[src/rtl/bmd_axist_pkg.sv]
// Shared types and default sizes for the BMD AXI-Stream done tracker.
package bmd_axist_pkg;

    localparam int CNT_W_DEF       = 16;
    localparam int LEN_W_DEF       = 11;
    localparam int PERF_W_DEF      = 32;
    localparam int TIMEOUT_CYC_DEF = 1048576;

    typedef enum logic [1:0] {
        WR_IDLE,
        WR_RUN,
        WR_DONE
    } wr_state_t;

    typedef enum logic [2:0] {
        RD_IDLE,
        RD_CALC,
        RD_RUN,
        RD_DONE,
        RD_TOUT
    } rd_state_t;

endpackage

[src/rtl/bmd_sat_counter.sv]
// Up-counter that sticks at all-ones; clear has priority over enable.
module bmd_sat_counter #(
    parameter int W = 32
) (
    input  logic         user_clk,
    input  logic         user_reset,
    input  logic         clr,
    input  logic         en,
    output logic [W-1:0] cnt
);

    always_ff @(posedge user_clk) begin
        if (user_reset || clr) begin
            cnt <= '0;
        end else if (en && (cnt != '1)) begin
            cnt <= cnt + W'(1);
        end
    end

endmodule

[src/rtl/bmd_axist_done_tracker.sv]
// Tracks BMD write/read test runs and raises level done/timeout flags for the
// interrupt controller, plus per-run cycle counts and a sticky completion error.
module bmd_axist_done_tracker
    import bmd_axist_pkg::*;
#(
    parameter int TCQ         = 1,
    parameter int CNT_W       = CNT_W_DEF,
    parameter int LEN_W       = LEN_W_DEF,
    parameter int PERF_W      = PERF_W_DEF,
    parameter int TIMEOUT_CYC = TIMEOUT_CYC_DEF
) (
    input  logic                   user_clk,
    input  logic                   user_reset,
    input  logic                   init_rst,
    input  logic                   mwr_start,
    input  logic [CNT_W-1:0]       mwr_tlp_count,
    input  logic                   mwr_tlp_sent,
    input  logic                   mrd_start,
    input  logic [CNT_W-1:0]       mrd_tlp_count,
    input  logic [LEN_W-1:0]       mrd_tlp_len_dw,
    input  logic                   mrd_req_sent,
    input  logic                   cpl_valid,
    input  logic [LEN_W-1:0]       cpl_len_dw,
    input  logic                   cpl_error,
    output logic                   mwr_done_o,
    output logic                   mrd_done_o,
    output logic                   mrd_timeout_o,
    output logic                   mrd_cpl_err_o,
    output logic [PERF_W-1:0]      mwr_perf_o,
    output logic [PERF_W-1:0]      mrd_perf_o,
    output logic [CNT_W+LEN_W-1:0] mrd_dw_rcvd_o
);

    localparam int DW_W  = CNT_W + LEN_W;
    localparam int TMO_W = $clog2(TIMEOUT_CYC) + 1;

    // Registered logic carries no modelled clock-to-out delay.
    if (TIMEOUT_CYC < 2 || TCQ < 0) begin : g_param_check
        $error("bmd_axist_done_tracker: TIMEOUT_CYC must be >= 2 and TCQ >= 0");
    end

    logic rst;
    assign rst = user_reset | init_rst;

    logic mwr_start_q, mrd_start_q;
    logic mwr_edge, mrd_edge;

    always_ff @(posedge user_clk) begin
        if (rst) begin
            mwr_start_q <= 1'b0;
            mrd_start_q <= 1'b0;
        end else begin
            mwr_start_q <= mwr_start;
            mrd_start_q <= mrd_start;
        end
    end

    assign mwr_edge = mwr_start & ~mwr_start_q;
    assign mrd_edge = mrd_start & ~mrd_start_q;

    wr_state_t        wr_state;
    logic [CNT_W-1:0] mwr_sent;
    logic [CNT_W-1:0] mwr_sent_nxt;

    assign mwr_sent_nxt = mwr_sent + CNT_W'(mwr_tlp_sent);

    always_ff @(posedge user_clk) begin
        if (rst) begin
            wr_state   <= WR_IDLE;
            mwr_sent   <= '0;
            mwr_done_o <= 1'b0;
        end else begin
            case (wr_state)
                WR_IDLE: begin
                    if (mwr_edge) begin
                        mwr_sent <= '0;
                        if (mwr_tlp_count == '0) begin
                            wr_state   <= WR_DONE;
                            mwr_done_o <= 1'b1;
                        end else begin
                            wr_state <= WR_RUN;
                        end
                    end
                end
                WR_RUN: begin
                    if (!mwr_start) begin
                        wr_state <= WR_IDLE;
                    end else begin
                        mwr_sent <= mwr_sent_nxt;
                        if (mwr_sent_nxt == mwr_tlp_count) begin
                            wr_state   <= WR_DONE;
                            mwr_done_o <= 1'b1;
                        end
                    end
                end
                WR_DONE: begin
                    if (!mwr_start) begin
                        wr_state   <= WR_IDLE;
                        mwr_done_o <= 1'b0;
                    end
                end
                default: begin
                    wr_state   <= WR_IDLE;
                    mwr_done_o <= 1'b0;
                end
            endcase
        end
    end

    bmd_sat_counter #(.W(PERF_W)) u_mwr_perf (
        .user_clk   (user_clk),
        .user_reset (rst),
        .clr        ((wr_state == WR_IDLE) && mwr_edge),
        .en         ((wr_state == WR_RUN) && mwr_start),
        .cnt        (mwr_perf_o)
    );

    rd_state_t        rd_state;
    logic [CNT_W-1:0] mrd_req;
    logic [CNT_W-1:0] mrd_req_nxt;
    logic [DW_W-1:0]  expected_dw;
    logic [DW_W-1:0]  expected_calc;
    logic [DW_W-1:0]  dw_nxt;
    logic [TMO_W-1:0] tmo_cnt;
    logic             rd_activity;
    logic             rd_arm;

    assign rd_activity   = mrd_req_sent | cpl_valid;
    assign rd_arm        = (rd_state == RD_IDLE) && mrd_edge;
    assign mrd_req_nxt   = mrd_req + CNT_W'(mrd_req_sent);
    assign dw_nxt        = mrd_dw_rcvd_o + ((cpl_valid && !cpl_error) ? DW_W'(cpl_len_dw) : '0);
    assign expected_calc = DW_W'(mrd_tlp_count) * DW_W'(mrd_tlp_len_dw);

    always_ff @(posedge user_clk) begin
        if (rst) begin
            rd_state      <= RD_IDLE;
            mrd_req       <= '0;
            expected_dw   <= '0;
            mrd_dw_rcvd_o <= '0;
            mrd_cpl_err_o <= 1'b0;
            mrd_done_o    <= 1'b0;
            mrd_timeout_o <= 1'b0;
        end else begin
            case (rd_state)
                RD_IDLE: begin
                    if (mrd_edge) begin
                        rd_state      <= RD_CALC;
                        mrd_req       <= '0;
                        mrd_dw_rcvd_o <= '0;
                        mrd_cpl_err_o <= 1'b0;
                    end
                end
                RD_CALC: begin
                    if (!mrd_start) begin
                        rd_state <= RD_IDLE;
                    end else begin
                        expected_dw <= expected_calc;
                        if (expected_calc == '0) begin
                            rd_state   <= RD_DONE;
                            mrd_done_o <= 1'b1;
                        end else begin
                            rd_state <= RD_RUN;
                        end
                    end
                end
                RD_RUN: begin
                    if (!mrd_start) begin
                        rd_state <= RD_IDLE;
                    end else begin
                        mrd_req       <= mrd_req_nxt;
                        mrd_dw_rcvd_o <= dw_nxt;
                        // Error completions and overruns both taint the run but never stop it.
                        if ((cpl_valid && cpl_error) || (dw_nxt > expected_dw)) begin
                            mrd_cpl_err_o <= 1'b1;
                        end
                        if ((mrd_req_nxt == mrd_tlp_count) && (dw_nxt >= expected_dw)) begin
                            rd_state   <= RD_DONE;
                            mrd_done_o <= 1'b1;
                        end else if (!rd_activity && (tmo_cnt == TMO_W'(TIMEOUT_CYC - 1))) begin
                            rd_state      <= RD_TOUT;
                            mrd_timeout_o <= 1'b1;
                        end
                    end
                end
                RD_DONE, RD_TOUT: begin
                    if (!mrd_start) begin
                        rd_state      <= RD_IDLE;
                        mrd_done_o    <= 1'b0;
                        mrd_timeout_o <= 1'b0;
                    end
                end
                default: begin
                    rd_state      <= RD_IDLE;
                    mrd_done_o    <= 1'b0;
                    mrd_timeout_o <= 1'b0;
                end
            endcase
        end
    end

    bmd_sat_counter #(.W(PERF_W)) u_mrd_perf (
        .user_clk   (user_clk),
        .user_reset (rst),
        .clr        (rd_arm),
        .en         ((rd_state == RD_RUN) && mrd_start),
        .cnt        (mrd_perf_o)
    );

    // Idle-gap counter: any request or completion restarts the gap.
    bmd_sat_counter #(.W(TMO_W)) u_mrd_tmo (
        .user_clk   (user_clk),
        .user_reset (rst),
        .clr        (rd_arm || rd_activity),
        .en         ((rd_state == RD_RUN) && mrd_start),
        .cnt        (tmo_cnt)
    );

endmodule

[config.mk]
export PLATFORM = sky130hd
export DESIGN_NAME = bmd_axist_done_tracker
export DESIGN_NICKNAME = d
export VERILOG_FILES = /design/src/rtl/bmd_axist_pkg.sv /design/src/rtl/bmd_sat_counter.sv /design/src/rtl/bmd_axist_done_tracker.sv
export SDC_FILE = /design/constraint.sdc
export NUM_CORES = 1
export LEC_CHECK = 0
export BUFFER_PORTS_ARGS = -buffer_cell sky130_fd_sc_hd__buf_2
export CELL_PAD_IN_SITES_DETAIL_PLACEMENT = 0
export CELL_PAD_IN_SITES_GLOBAL_PLACEMENT = 1
export CORE_UTILIZATION = 26
export CTS_CLUSTER_SIZE = 12
export DETAILED_ROUTE_END_ITERATION = 10
export PLACE_DENSITY = 0.49
export SYNTH_ARGS = -nofsm -noshare
export SYNTH_HDL_FRONTEND = slang
export SYNTH_SLANG_ARGS = --single-unit
[constraint.sdc]
create_clock -name user_clk -period 14 [get_ports user_clk]
set_input_delay 2.8 -clock user_clk [delete_from_list [all_inputs] [get_ports user_clk]]
set_output_delay 2.8 -clock user_clk [all_outputs]
set_load 0.01 [all_outputs]
==> impl_metrics.csv <==
group,metric,value,unit
sta,slew_headroom,18.5,%
worst_setup_path,startpoint_type,"input pin",
placed_design,dp_slack,5.18,ns
sta,fmax,120,MHz
clocking,post_cts_buffers,0,
drt,drt_first_pass_iters,5,
clocking,post_cts_resized,0,
sta,rsz0062_at_grt,"no",
synth,synth_cells,2051,
clocking,cts_buffer_depth,2,
clocking,clock_latency,0.49,ns
floorplanning,num_io_pins,158,
floorplanning,die_y,253,um
global_route,first_global_vias,14500,
drt,drc,0,
sta,hold_viol,0,
clocking,h-tree-depth,4,
drt,routed-via-count,14300,
synth,synth_edf_count,0,
drt,vias_per_cell,4.77,
worst_setup_path,crit_chain,"buf_2 > nand2_1 > fa_1 > inv_1 > fa_1 > inv_1 > fa_1 > inv_1 > fa_1 > inv_1 > fa_1 > inv_1 > ha_1 > a21oi_1 > o21ai_1 > o21ai_0 > a21oi_1 > a21boi_0 > o21ai_0 > a211oi_1 > nand4_1 > o21ai_0",
floorplanning,dieArea,0.0641,mm^2
cells_and_area,n_antenna_cell,0,
clocking,path_clk_slew,0.07,ns
cells_and_area,regArea,0.00364,mm^2
clocking,numClockSinks,182,
clocking,cts_tree,"done",
worst_setup_path,path_class,"in -> reg",
sta,clock_skew,0.0186,ns
sta,worstMarginPinSlew,1.22,ns
floorplanning,start_util,26.4,%
sta,finalCriticalPeriod,8.31,ns
global_route,grt-ovfl-total,0,
drt,wl_per_cell,16.7,um
synth,syn_area_per_cell,8.00,um^2
cells_and_area,multi_input_comb_area,0.0116,mm^2
global_route,grt_antenna_before_repair,2,
global_route,grt_pass1_wl,81500,um
worst_setup_path,crit_slowest_cell,"fa_1",
synth,ys_top_cells_by_area,"dfxtp_1 (22%), fa_1 (15%), ha_1 (8.4%)",
synth,syn-cell-area,0.0164,mm^2
sta,final-setup-viol-count,0,
synth,ys_seq_area_share,22.2,%
placed_design,gp_congestion,0.804,
flow_run,cap_violations,0,
cells_and_area,n_fill_cell,6704,
power_and_ir_drop,power_density,144,mW/mm^2
floorplanning,rows,91,
synth,ys_types,80,
global_route,grt_max_degree,60,
cells_and_area,drive_above_1_share,10.7,%
global_route,grtUsageTotal,16.3,%
worst_setup_path,worstPathMaxFanout,14,
drt,routed_wl,50000,um
synth,yosysWarnings,0,
clocking,cts-root-buf,"clkbuf_16",
placed_design,portBuffers,157,
sta,fin_tns_setup,0,ns
cells_and_area,fin_area,0.0185,mm^2
cells_and_area,area_growth_syn_to_layout,13.0,%
sta,period_share,59.4,%
placed_design,dp_hpwl,38600,um
sta,fin_ws,5.69,ns
floorplanning,core-area,0.0621,mm^2
synth,synth_top_area_share,22.2,%
worst_setup_path,worstSetupEndpointType,"flip-flop",
worst_setup_path,cpPeakStageDelay,0.54,ns
floorplanning,dieWidth,253,um
synth,synth.largest_area_cell,"dfxtp_1",
cells_and_area,nNetsFinal,2443,
drt,postRouteAntennaNets,0,
synth,synth_nets,2350,
placed_design,dpl_cell_area,0.0179,mm^2
power_and_ir_drop,ir_worst_vdd,0.000106,V
sta,drv_slew,0,
synth,synthTopCellsByCount,"nand2_1 (248), inv_1 (205), nor2_1 (185)",
min_path,worstHoldPathType,"reg -> reg",
clocking,numCtsBuffers,17,
worst_setup_path,arrival,8.72,ns
power_and_ir_drop,cellLeakagePower,7.88,nW
synth,synth_most_common_cell,"nand2_1",
worst_setup_path,worstPathRequired,14.41,ns
synth,ys_ff_latch,182,
synth,ys.flop_type,"dfxtp_1",
drt,drt_iter0_drc,755,
synth,synth-async-reset-ratio,0,%
clocking,hold_buffers,0,
run_status,outcome,"finished, final reports clean",
worst max-delay path: cells and delay by family:
family | cells | cell delay [ns]
and+or+nand+nor | 2 | 0.38
buffers and inverters | 6 | 0.60
adders and majority gates | 6 | 2.93
AOI/OAI and AO/OA | 8 | 2.01
path summary, 6_finish.rpt:
check	from	endpoint	slack [ns]	depth (start not counted)
worst max-delay path	mrd_tlp_count[14]	mrd_done_o	5.69	22
worst min-delay path	expected_dw[20]	expected_dw[20]	0.46	2
worst max register to register	mrd_dw_rcvd_o[0]	rd_state[0]	8.85	21
worst min register to register	expected_dw[20]	expected_dw[20]	0.46	2
cells in the final DEF (no fill, tap or decap), types with 17 or more instances in the layout:
cell	instances
dfxtp_1	182
or3_1	20
buf_2	157
a21o_1	21
and2_1	107
nand4_1	38
nor3_1	40
ha_1	110
fa_1	126
o21ai_0	67
a21oi_1	112
and3_1	36
xor2_1	89
clkbuf_16	17
nand2_1	248
xnor2_1	69
nor2_1	185
nand3_1	77
inv_1	205
a31oi_1	20
power by group:
part	total, mW	internal (mW)	switching, mW
clock	0.516	0.276	0.239
sequential	0.526	0.522	0.00364
combinational	1.63	0.612	1.02
total	2.67	1.41	1.26
through the flow:
stage	total power, mW	cells	hold WS [ns]	util (%)
2_1_floorplan	1.75	2051	0.432	-
3_3_place_gp	2.20	2962	0.450	28.9
3_5_place_dp	2.19	2962	0.451	28.9
4_1_cts	2.73	2994	0.462	29.9
5_1_grt	2.97	2994	0.480	29.9
6_report	2.67	2994	0.456	29.9
per-layer routing:
metal / share of wire [%] / track usage [%]
met1: 48 / 21.3
met5: 0.054 / 0
met4: 1.1 / 3.58
met2: 48 / 27.6
met3: 3.0 / 2.83
flip-flops by register name, summed over array words and instances, names as in the netlist, 3 cells and up:
signal,count
expected_dw,27
u_mwr_perf.cnt,32
mwr_sent,16
mrd_dw_rcvd_o,27
rd_state,3
u_mrd_tmo.cnt,21
mrd_req,16
u_mrd_perf.cnt,32
layout make-up:
class                      instances  share of cell area (%)
timing repair buffer             169                    4.72
multi-input combinational       1569                    62.6
inverter                         205                    4.15
clock inverter                    11                   0.736
clock buffer                      21                    2.48
tap                              837                    5.65
sequential                       182                    19.7
cells by family (layout without fill, tap and decap cells):
family / after synthesis / after routing / share of synthesized area, %
AOI/OAI and AO/OA: 321 / 321 / 12.1
xor gates and xnor gates: 158 / 158 / 8.43
adders and majority gates: 236 / 236 / 23.8
buffers and inverters: 300 / 406 / 7.20
DFF: 182 / 182 / 22.2
muxes: 9 / 9 / 0.549
and+or+nand+nor: 845 / 845 / 25.7
Power figures use the tool's default switching activity.
